<file path="config.mk">
export PLATFORM = sky130hd
export DESIGN_NAME = fwd_hazard_ctrl
export DESIGN_NICKNAME = d
export VERILOG_FILES = /design/src/rtl/fwd_hazard_ctrl.sv
export SDC_FILE = /design/constraint.sdc
export NUM_CORES = 1
export LEC_CHECK = 0
export CORE_ASPECT_RATIO = 1.5
export CORE_UTILIZATION = 33
export CTS_CLUSTER_SIZE = 24
export DETAILED_ROUTE_END_ITERATION = 16
export GPL_TIMING_DRIVEN = 0
export MAX_ROUTING_LAYER = met4
export PLACE_DENSITY = 0.73
export SYNTH_ARGS = -nofsm -noshare
export SYNTH_HDL_FRONTEND = slang
export SYNTH_SLANG_ARGS = --single-unit
</file>
<file path="constraint.sdc">
create_clock -name Clk -period 2.13 [get_ports Clk]
set_input_delay 0.213 -clock Clk [delete_from_list [all_inputs] [get_ports Clk]]
set_output_delay 0.213 -clock Clk [all_outputs]
set_load 0.02 [all_outputs]
</file>
<file path="src/rtl/fwd_hazard_ctrl.sv">
// Forwarding and load-use hazard controller that sits beside the ID/EX register of a 5-stage MIPS pipeline.
// Define FWD_STATS_EN to build the stall_count and fwd_count statistics counters; otherwise both outputs are tied to 0.
module fwd_hazard_ctrl #(
    parameter int RA_W  = 5,
    parameter int CNT_W = 16
) (
    input  logic             Clk,
    input  logic             Rst,
    input  logic             id_valid,
    input  logic [RA_W-1:0]  id_rs,
    input  logic [RA_W-1:0]  id_rt,
    input  logic             id_uses_rs,
    input  logic             id_uses_rt,
    input  logic [RA_W-1:0]  id_rd,
    input  logic             id_regwrite,
    input  logic             id_memread,
    input  logic             flush,
    input  logic             mem_busy,
    output logic [1:0]       fwd_a_sel,
    output logic [1:0]       fwd_b_sel,
    output logic             stall,
    output logic             bubble,
    output logic             freeze,
    output logic [CNT_W-1:0] stall_count,
    output logic [CNT_W-1:0] fwd_count
);

    typedef enum logic {S_RUN = 1'b0, S_HOLD = 1'b1} state_t;

    typedef struct packed {
        logic            valid;
        logic            regwrite;
        logic            memread;
        logic [RA_W-1:0] rd;
    } stage_t;

    typedef struct packed {
        logic [RA_W-1:0] rs;
        logic [RA_W-1:0] rt;
        logic            uses_rs;
        logic            uses_rt;
    } src_t;

    state_t     state_q, state_d;
    stage_t     ex_q, ex_d, mem_q, mem_d, wb_q, wb_d;
    src_t       ex_src_q, ex_src_d;
    logic [1:0] fwd_a_q, fwd_a_d, fwd_b_q, fwd_b_d;
    logic       hazard, advance;

    function automatic logic writes(input stage_t s, input logic [RA_W-1:0] r);
        return s.valid && s.regwrite && (s.rd != '0) && (s.rd == r);
    endfunction

    // The youngest producer (the one now in EX, moving to MEM) takes priority.
    function automatic logic [1:0] fwd_pick(input logic use_op, input logic [RA_W-1:0] r,
                                            input stage_t ex_s, input stage_t mem_s);
        if (!use_op)            return 2'b00;
        if (writes(ex_s, r))    return 2'b10;
        if (writes(mem_s, r))   return 2'b01;
        return 2'b00;
    endfunction

    always_ff @(posedge Clk) begin
        if (Rst) state_q <= S_RUN;
        else     state_q <= state_d;
    end

    always_comb begin
        state_d = state_q;
        case (state_q)
            S_RUN:  if (mem_busy)  state_d = S_HOLD;
            S_HOLD: if (!mem_busy) state_d = S_RUN;
            default:               state_d = S_RUN;
        endcase
    end

    assign hazard = ex_q.valid && ex_q.memread && (ex_q.rd != '0) && id_valid &&
                    ((id_uses_rs && (id_rs == ex_q.rd)) || (id_uses_rt && (id_rt == ex_q.rd)));

    always_comb begin
        stall   = 1'b0;
        bubble  = 1'b0;
        freeze  = 1'b0;
        advance = 1'b0;
        if (!Rst) begin
            freeze = (state_q == S_HOLD) || mem_busy;
            if (state_q == S_RUN) begin
                advance = !mem_busy;
                if (flush) begin
                    bubble = 1'b1;
                end else if (hazard) begin
                    stall  = 1'b1;
                    bubble = 1'b1;
                end
            end
        end
    end

    always_comb begin
        ex_d     = ex_q;
        ex_src_d = ex_src_q;
        mem_d    = mem_q;
        wb_d     = wb_q;
        fwd_a_d  = fwd_a_q;
        fwd_b_d  = fwd_b_q;
        if (advance) begin
            wb_d           = mem_q;
            mem_d          = ex_q;
            ex_d.valid     = id_valid && !bubble;
            ex_d.regwrite  = id_regwrite;
            ex_d.memread   = id_memread;
            ex_d.rd        = id_rd;
            ex_src_d       = '{rs: id_rs, rt: id_rt, uses_rs: id_uses_rs, uses_rt: id_uses_rt};
            fwd_a_d = fwd_pick(id_valid && !bubble && id_uses_rs, id_rs, ex_q, mem_q);
            fwd_b_d = fwd_pick(id_valid && !bubble && id_uses_rt, id_rt, ex_q, mem_q);
        end
    end

    always_ff @(posedge Clk) begin
        if (Rst) begin
            ex_q     <= '0;
            ex_src_q <= '0;
            mem_q    <= '0;
            wb_q     <= '0;
            fwd_a_q  <= 2'b00;
            fwd_b_q  <= 2'b00;
        end else begin
            ex_q     <= ex_d;
            ex_src_q <= ex_src_d;
            mem_q    <= mem_d;
            wb_q     <= wb_d;
            fwd_a_q  <= fwd_a_d;
            fwd_b_q  <= fwd_b_d;
        end
    end

    assign fwd_a_sel = fwd_a_q;
    assign fwd_b_sel = fwd_b_q;

    // WB and the EX source fields mirror the real pipeline but nothing downstream reads them.
    logic unused_shadow;
    assign unused_shadow = ^{wb_q, mem_q.memread, ex_src_q};

`ifdef FWD_STATS_EN
    logic [CNT_W-1:0] stall_cnt_q, stall_cnt_d, fwd_cnt_q, fwd_cnt_d;
    logic [1:0]       fwd_inc;
    logic [CNT_W:0]   fwd_sum;

    always_comb begin
        stall_cnt_d = stall_cnt_q;
        fwd_cnt_d   = fwd_cnt_q;
        fwd_inc     = {1'b0, (fwd_a_d != 2'b00)} + {1'b0, (fwd_b_d != 2'b00)};
        fwd_sum     = {1'b0, fwd_cnt_q} + {{(CNT_W-1){1'b0}}, fwd_inc};
        if (advance) begin
            if (stall && (stall_cnt_q != '1)) stall_cnt_d = stall_cnt_q + 1'b1;
            fwd_cnt_d = fwd_sum[CNT_W] ? '1 : fwd_sum[CNT_W-1:0];
        end
    end

    always_ff @(posedge Clk) begin
        if (Rst) begin
            stall_cnt_q <= '0;
            fwd_cnt_q   <= '0;
        end else begin
            stall_cnt_q <= stall_cnt_d;
            fwd_cnt_q   <= fwd_cnt_d;
        end
    end

    assign stall_count = stall_cnt_q;
    assign fwd_count   = fwd_cnt_q;
`else
    assign stall_count = '0;
    assign fwd_count   = '0;
`endif

endmodule

</file>
# == After elaboration in Yosys (flattened, before gate mapping) ==
# Index checks and enable logic that the tools add are counted.
# word_totals
register_bits,20
input_bits,24
out_inout_bits,39
wordCells,80
# op_classes
eq_ne,6
muxes,41
reduce_logical,23
# ops
cell,count
equality test 5 bit,6
two-way mux 1 bit,29
two-way mux 2 bit,12
logical AND 1 bit,17
nonzero test 5 bit,2
logical NOT 1 bit,2
logical OR 1 bit,2

# == Depth between registers and ports, before layout ==
# depth
word_depth,21
depth_mapped,5
ltp_nobuf,5

# == Worst setup path before layout ==
# No wires, ideal clock.
# synth_timing
kind,register -> output
start,reg ex_q[3] (netlist bit)
end,out stall
arrival_ns,1.391
required_time_ns,1.917
setup_slack_ns,0.526
path_stages_with_launch,6
path_buffers,0
cell_sequence,dfxtp_1 -> xor2_1 -> nor3_2 -> nand4_1 -> a21boi_4 -> and3b_1
# synth_via
elab_chain_cells,8
word_cells_on_any_way,13
cone_classes,2 x eq/ne; 4 x mux; 7 x reduce/logical
# synth_lines
item,line,text
from (decl),45,"stage_t ex_q, ex_d, mem_q, mem_d, wb_q, wb_d;"
from (signal assigned),121,ex_q <= '0;
from (signal assigned),128,ex_q <= ex_d;
equality test 5 bit or nonzero test 5 bit (tied branches),"78, 77",
logical AND 1 bit (on tied branches),"78, 77",
logical OR 1 bit or logical AND 1 bit (tied branches),"78, 77",
logical AND 1 bit (*),77,assign hazard = ex_q.valid && ex_q.memread && (ex_q.rd != '0) && id_valid &&
two-way mux 1 bit (*),91,end else if (hazard) begin
two-way mux 1 bit (*),89,if (flush) begin
two-way mux 1 bit (*),87,if (state_q == S_RUN) begin
two-way mux 1 bit (*),85,if (!Rst) begin
to (decl),21,"output logic stall,"
# Every way passes the cells marked *; elsewhere a longest branch is shown, timed or not.

# == Worst setup path after layout ==
# layout_timing
start,in id_rt[4]
end,out stall
# layout_via
elab_chain_cells,8
# layout_lines
item,line,text
from (decl),11,"input logic [RA_W-1:0] id_rt,"
equality test 5 bit,78,((id_uses_rs && (id_rs == ex_q.rd)) || (id_uses_rt && (id_rt == ex_q.rd)));
logical AND 1 bit,78,
logical OR 1 bit,78,
logical AND 1 bit,77,
two-way mux 1 bit,91,
two-way mux 1 bit,89,
two-way mux 1 bit,87,
two-way mux 1 bit,85,
# No other way between the ends.

==> flow_summary.html <==
<table>
<tr><th>Metric</th><th>Value</th></tr>
<tr><th colspan="2">Run status</th></tr>
<tr><td>Result of the run</td><td>finished clean</td></tr>
<tr><th colspan="2">Power and ir drop</th></tr>
<tr><td>Power density of the placed cells</td><td>499 nW/um^2</td></tr>
<tr><td>Leakage component of the power</td><td>0.817 nW</td></tr>
<tr><td>Maximum vdd ir drop</td><td>239 uV</td></tr>
<tr><td>Total power consumption of the routed design</td><td>877 uW</td></tr>
<tr><th colspan="2">Setup path</th></tr>
<tr><td>Crit path arrival time</td><td>1.81 ns</td></tr>
<tr><td>Reg-to-reg critical path endpoint</td><td>fwd_b_sel[1]$_SDFFE_PP0P_</td></tr>
<tr><td>Worst-path cell chain</td><td>clkdlybuf4s50_1, xor2_1, nor3_2, nand4_1, a21boi_4, and3b_1, buf_2</td></tr>
<tr><td>Nature of the critical path endpoint</td><td>output pin</td></tr>
<tr><td>Gate family responsible for the most delay along the worst path</td><td>buffers and inverters</td></tr>
<tr><td>Library cell contributing the largest single delay on the critical path</td><td>clkdlybuf4s50_1</td></tr>
<tr><td>Flop2flop setup slack</td><td>0.52 ns</td></tr>
<tr><td>Critical path fanouts, max</td><td>3</td></tr>
<tr><td>Reg2Reg Launch Point</td><td>ex_q[3]$_SDFFE_PP0P_</td></tr>
<tr><td>Required time of the worst setup path</td><td>1.92 ns</td></tr>
<tr><td>Buffer and inverter count on the worst path</td><td>2</td></tr>
<tr><td>Delay of the slowest cell on the worst path</td><td>0.46 ns</td></tr>
<tr><td>Setup crit start kind</td><td>primary input</td></tr>
<tr><td>Critical path class</td><td>primary input to output pin</td></tr>
<tr><td>Cell depth of the worst flop-to-flop path</td><td>5</td></tr>
<tr><th colspan="2">GRT</th></tr>
<tr><td>Number of antenna violations at the first check in global routing</td><td>0</td></tr>
<tr><td>Number of global-route vias before repair</td><td>1,025</td></tr>
<tr><td>Overall overflow remaining after global route</td><td>0</td></tr>
<tr><td>Pin count of the biggest net entering global routing</td><td>11</td></tr>
<tr><td>Total GRT Usage</td><td>0.143</td></tr>
<tr><td>Wire length of the first global-routing pass</td><td>4.19 mm</td></tr>
<tr><th colspan="2">Clock tree</th></tr>
<tr><td>Clk pin slew, worst setup/hold paths</td><td>0.07 ns</td></tr>
<tr><td>Clock insertion delay at the later pin of the skew report</td><td>0.25 ns</td></tr>
<tr><td>Number of clock sinks</td><td>20</td></tr>
<tr><td>Max H-tree Level</td><td>1</td></tr>
<tr><td>Cts bufs inserted</td><td>3</td></tr>
<tr><td>Clock Tree Root</td><td>clkbuf_8</td></tr>
<tr><td>Clk buf depth</td><td>2</td></tr>
<tr><td>TritonCTS clock tree</td><td>built</td></tr>
<tr><td>Hold Buf Count CTS</td><td>0</td></tr>
<tr><th colspan="2">Floorplanning</th></tr>
<tr><td>Die outline height</td><td>77.2 microns</td></tr>
<tr><td>Die Footprint</td><td>4020 sq um</td></tr>
<tr><td>Core ar.</td><td>3650 sq um</td></tr>
<tr><td>Starting density of the core</td><td>0.341</td></tr>
<tr><td>Number of ports placed on the die boundary</td><td>63</td></tr>
<tr><td>Cell Rows</td><td>27</td></tr>
<tr><td>Horizontal extent of the die</td><td>52.1 microns</td></tr>
<tr><th colspan="2">STA</th></tr>
<tr><td>Endpoints failing hold</td><td>0</td></tr>
<tr><td>Share of the clock period used by the worst path</td><td>0.950</td></tr>
<tr><td>Maximum operating frequency</td><td>494 MHz</td></tr>
<tr><td>Number of max-slew violations in the final report</td><td>0</td></tr>
<tr><td>Endpoints failing setup</td><td>0</td></tr>
<tr><td>Worst path setup slack after routing</td><td>0.106 ns</td></tr>
<tr><td>Final hold slack</td><td>0.455 ns</td></tr>
<tr><td>Clock tree skew after final layout</td><td>0.00302 ns</td></tr>
<tr><td>Clock period minus worst slack</td><td>2.02 ns</td></tr>
<tr><td>Unrepaired setup endpoints after global routing</td><td>no</td></tr>
<tr><th colspan="2">Finish</th></tr>
<tr><td>Number of antenna cells inserted</td><td>0</td></tr>
<tr><td>Design area</td><td>1760 sq um</td></tr>
<tr><td>Layout cells sized above 1</td><td>0.260</td></tr>
<tr><td>Layout area overhead</td><td>41.2%</td></tr>
<tr><td>Number of nets in the layout</td><td>222</td></tr>
<tr><td>Share of the core filled with cells</td><td>0.481</td></tr>
<tr><th colspan="2">Drt</th></tr>
<tr><td>Post-route DRC violation count</td><td>0</td></tr>
<tr><td>Antenna-violating nets left</td><td>0</td></tr>
<tr><td>Number of search-and-repair iterations in the first detailed-routing pass</td><td>4</td></tr>
<tr><td>Drt initial violations</td><td>16</td></tr>
<tr><td>Vias post-DR</td><td>1,026</td></tr>
<tr><td>Post-detailed-route via-to-cell ratio</td><td>4.29</td></tr>
<tr><td>Wirelength per Cell</td><td>10.9 microns</td></tr>
<tr><td>Final wirelength</td><td>2.61 mm</td></tr>
<tr><th colspan="2">Place</th></tr>
<tr><td>Port Buffer Count</td><td>30</td></tr>
<tr><td>Routability congestion estimate</td><td>0.871</td></tr>
<tr><td>Area after detailed placement</td><td>1710 sq um</td></tr>
<tr><td>Dpl ws</td><td>-0.452 ns</td></tr>
<tr><td>Half-perimeter wire length of the detailed placement result</td><td>2.15 mm</td></tr>
<tr><th colspan="2">Yosys</th></tr>
<tr><td>Library cell occupying the most area in the post-synthesis netlist</td><td>dfxtp_1</td></tr>
<tr><td>Gate count after technology mapping</td><td>131</td></tr>
<tr><td>Yosys warning count</td><td>0</td></tr>
<tr><td>Top cells by area in the synthesized netlist</td><td>dfxtp_1 (32%), buf_4 (19%), xor2_1 (9.9%)</td></tr>
<tr><td>Register area share after synthesis</td><td>0.322</td></tr>
<tr><td>Syn_area_per_cell</td><td>9.49 sq um</td></tr>
<tr><td>Count of unique library cells instantiated by Yosys</td><td>28</td></tr>
<tr><td>Combinational family with the most area after synthesis</td><td>buffers and inverters</td></tr>
<tr><td>Number of flip-flops and latches in the synthesized netlist</td><td>20</td></tr>
<tr><td>Simple-gate share of the synthesized area</td><td>0.144</td></tr>
<tr><td>Arithmetic-cell share of the synthesized area counting full adders, half adders and majority gates</td><td>0</td></tr>
<tr><td>Compound-gate portion of the synthesized area</td><td>0.176</td></tr>
<tr><td>Xor-xnor portion of the synthesized cell area</td><td>0.141</td></tr>
<tr><td>Cell area after technology mapping</td><td>1240 sq um</td></tr>
<tr><td>Share of the synthesized area in the top cell type</td><td>0.322</td></tr>
<tr><td>Share of synthesized area spent on multiplexers</td><td>0</td></tr>
<tr><th colspan="2">Worst hold path</th></tr>
<tr><td>Worst hold path class</td><td>flop to flop</td></tr>
<tr><td>Hold path startpoint</td><td>fwd_b_sel[0]$_SDFFE_PP0P_</td></tr>
<tr><td>Hold path depth</td><td>2</td></tr>
<tr><td>Worst Hold End</td><td>fwd_b_sel[0]$_SDFFE_PP0P_</td></tr>
<tr><th colspan="2">Run</th></tr>
<tr><td>Number of maximum-capacitance constraint violations</td><td>0</td></tr>
</table>
==> flip-flops by register name, indices dropped and copies added (netlist names) <==
register,cells
state_q,1
ex_q,8
fwd_b_sel,2
fwd_a_sel,2
mem_q,7
==> synth_stat cells <==
library cell,instances
nor3_2,2
buf_6,1
and3b_1,1
nand3b_2,1
o21ai_0,1
a22o_2,2
or2b_1,1
inv_1,2
a22o_1,12
nand3_1,2
xor2_1,14
clkbuf_1,2
nand2_1,6
a21oi_1,3
dfxtp_1,20
a21boi_4,1
conb_1,1
xnor2_1,6
nor2b_1,1
o31ai_1,2
nor2_1,4
nor3_4,1
nor3_1,1
nor4_1,3
nand4_1,6
o21a_1,1
o41ai_2,2
buf_4,32
==> tightest hold or removal path: stages (launching register included) <==
cell and delay (ns):
dfxtp_1 0.33, nand2_1 0.05, o31ai_1 0.05
==> cells by family after synthesis <==
| group | after synthesis |
|---|---|
| AOI/OAI and AO/OA | 24 |
| xor gates and xnor gates | 20 |
| buffers and inverters | 37 |
| DFF | 20 |
| other | 1 |
| and+or+nand+nor | 29 |
==> metal layers <==
layer | vias up | GRT usage | routed length, microns
met5 | - | - | 0
met4 | 0 | 0.0892 | 85
met2 | 49 | 0.255 | 1380
met3 | 6 | 0.0218 | 185
li1 | 528 | - | -
met1 | 443 | 0.135 | 967
==> worst max path at each step <==
| stage | startpoint | to | slack, ns | depth (start not counted) |
|---|---|---|---|---|
| floorplan | ex_q[3]$_SDFFE_PP0P_ | stall | 0.53 | 5 |
| global placement | id_rt[4] | stall | -0.42 | 7 |
| detailed placement | id_rt[4] | stall | -0.45 | 7 |
| CTS | id_rt[2] | bubble | 0.03 | 7 |
| global route | id_rt[4] | stall | 0.02 | 7 |
| finish | id_rt[4] | stall | 0.11 | 7 |
==> placed cells by master, fill, tap and decap left out, types with 3 or more instances in the layout <==
cell	netlist	final
a21oi_1	3	3
a22o_1	12	12
buf_4	32	33
clkbuf_8	0	3
clkdlybuf4s50_1	0	28
conb_1	1	32
dfxtp_1	20	17
dfxtp_2	0	3
nand2_1	6	6
nand4_1	6	6
nor2_1	4	4
nor4_1	3	3
xnor2_1	6	6
xor2_1	14	14
==> where the power goes <==
part	switching, mW	internal [mW]
combinational	0.117	0.116
sequential	0.0186	0.388
clock	0.112	0.126
==> metrics by stage <==
stage                     TNS (ns)  instances
after floorplan                  0        162
after global placement      -0.784        235
after detailed placement    -0.851        235
after CTS                        0        239
after global routing             0        239
final                            0        239
==> what timing repair did <==
| action | in CTS | in global routing |
|---|---|---|
| setup endpoints to repair | 2 | 2 |
| pin swaps | 3 | 3 |
| setup buffers | 1 | 0 |
| gates resized for setup | 7 | 4 |
==> cell type report <==
class | count | area (sq um)
clock buffers | 3 | 41.3
plain buffers | 35 | 259
multi-input cells | 105 | 693
inverters | 2 | 7.51
repair buffers | 31 | 298
well taps | 43 | 53.8
fillers | 355 | 1890
flip-flops and latches | 20 | 404
No activity file was read; power rests on OpenSTA's default activity.
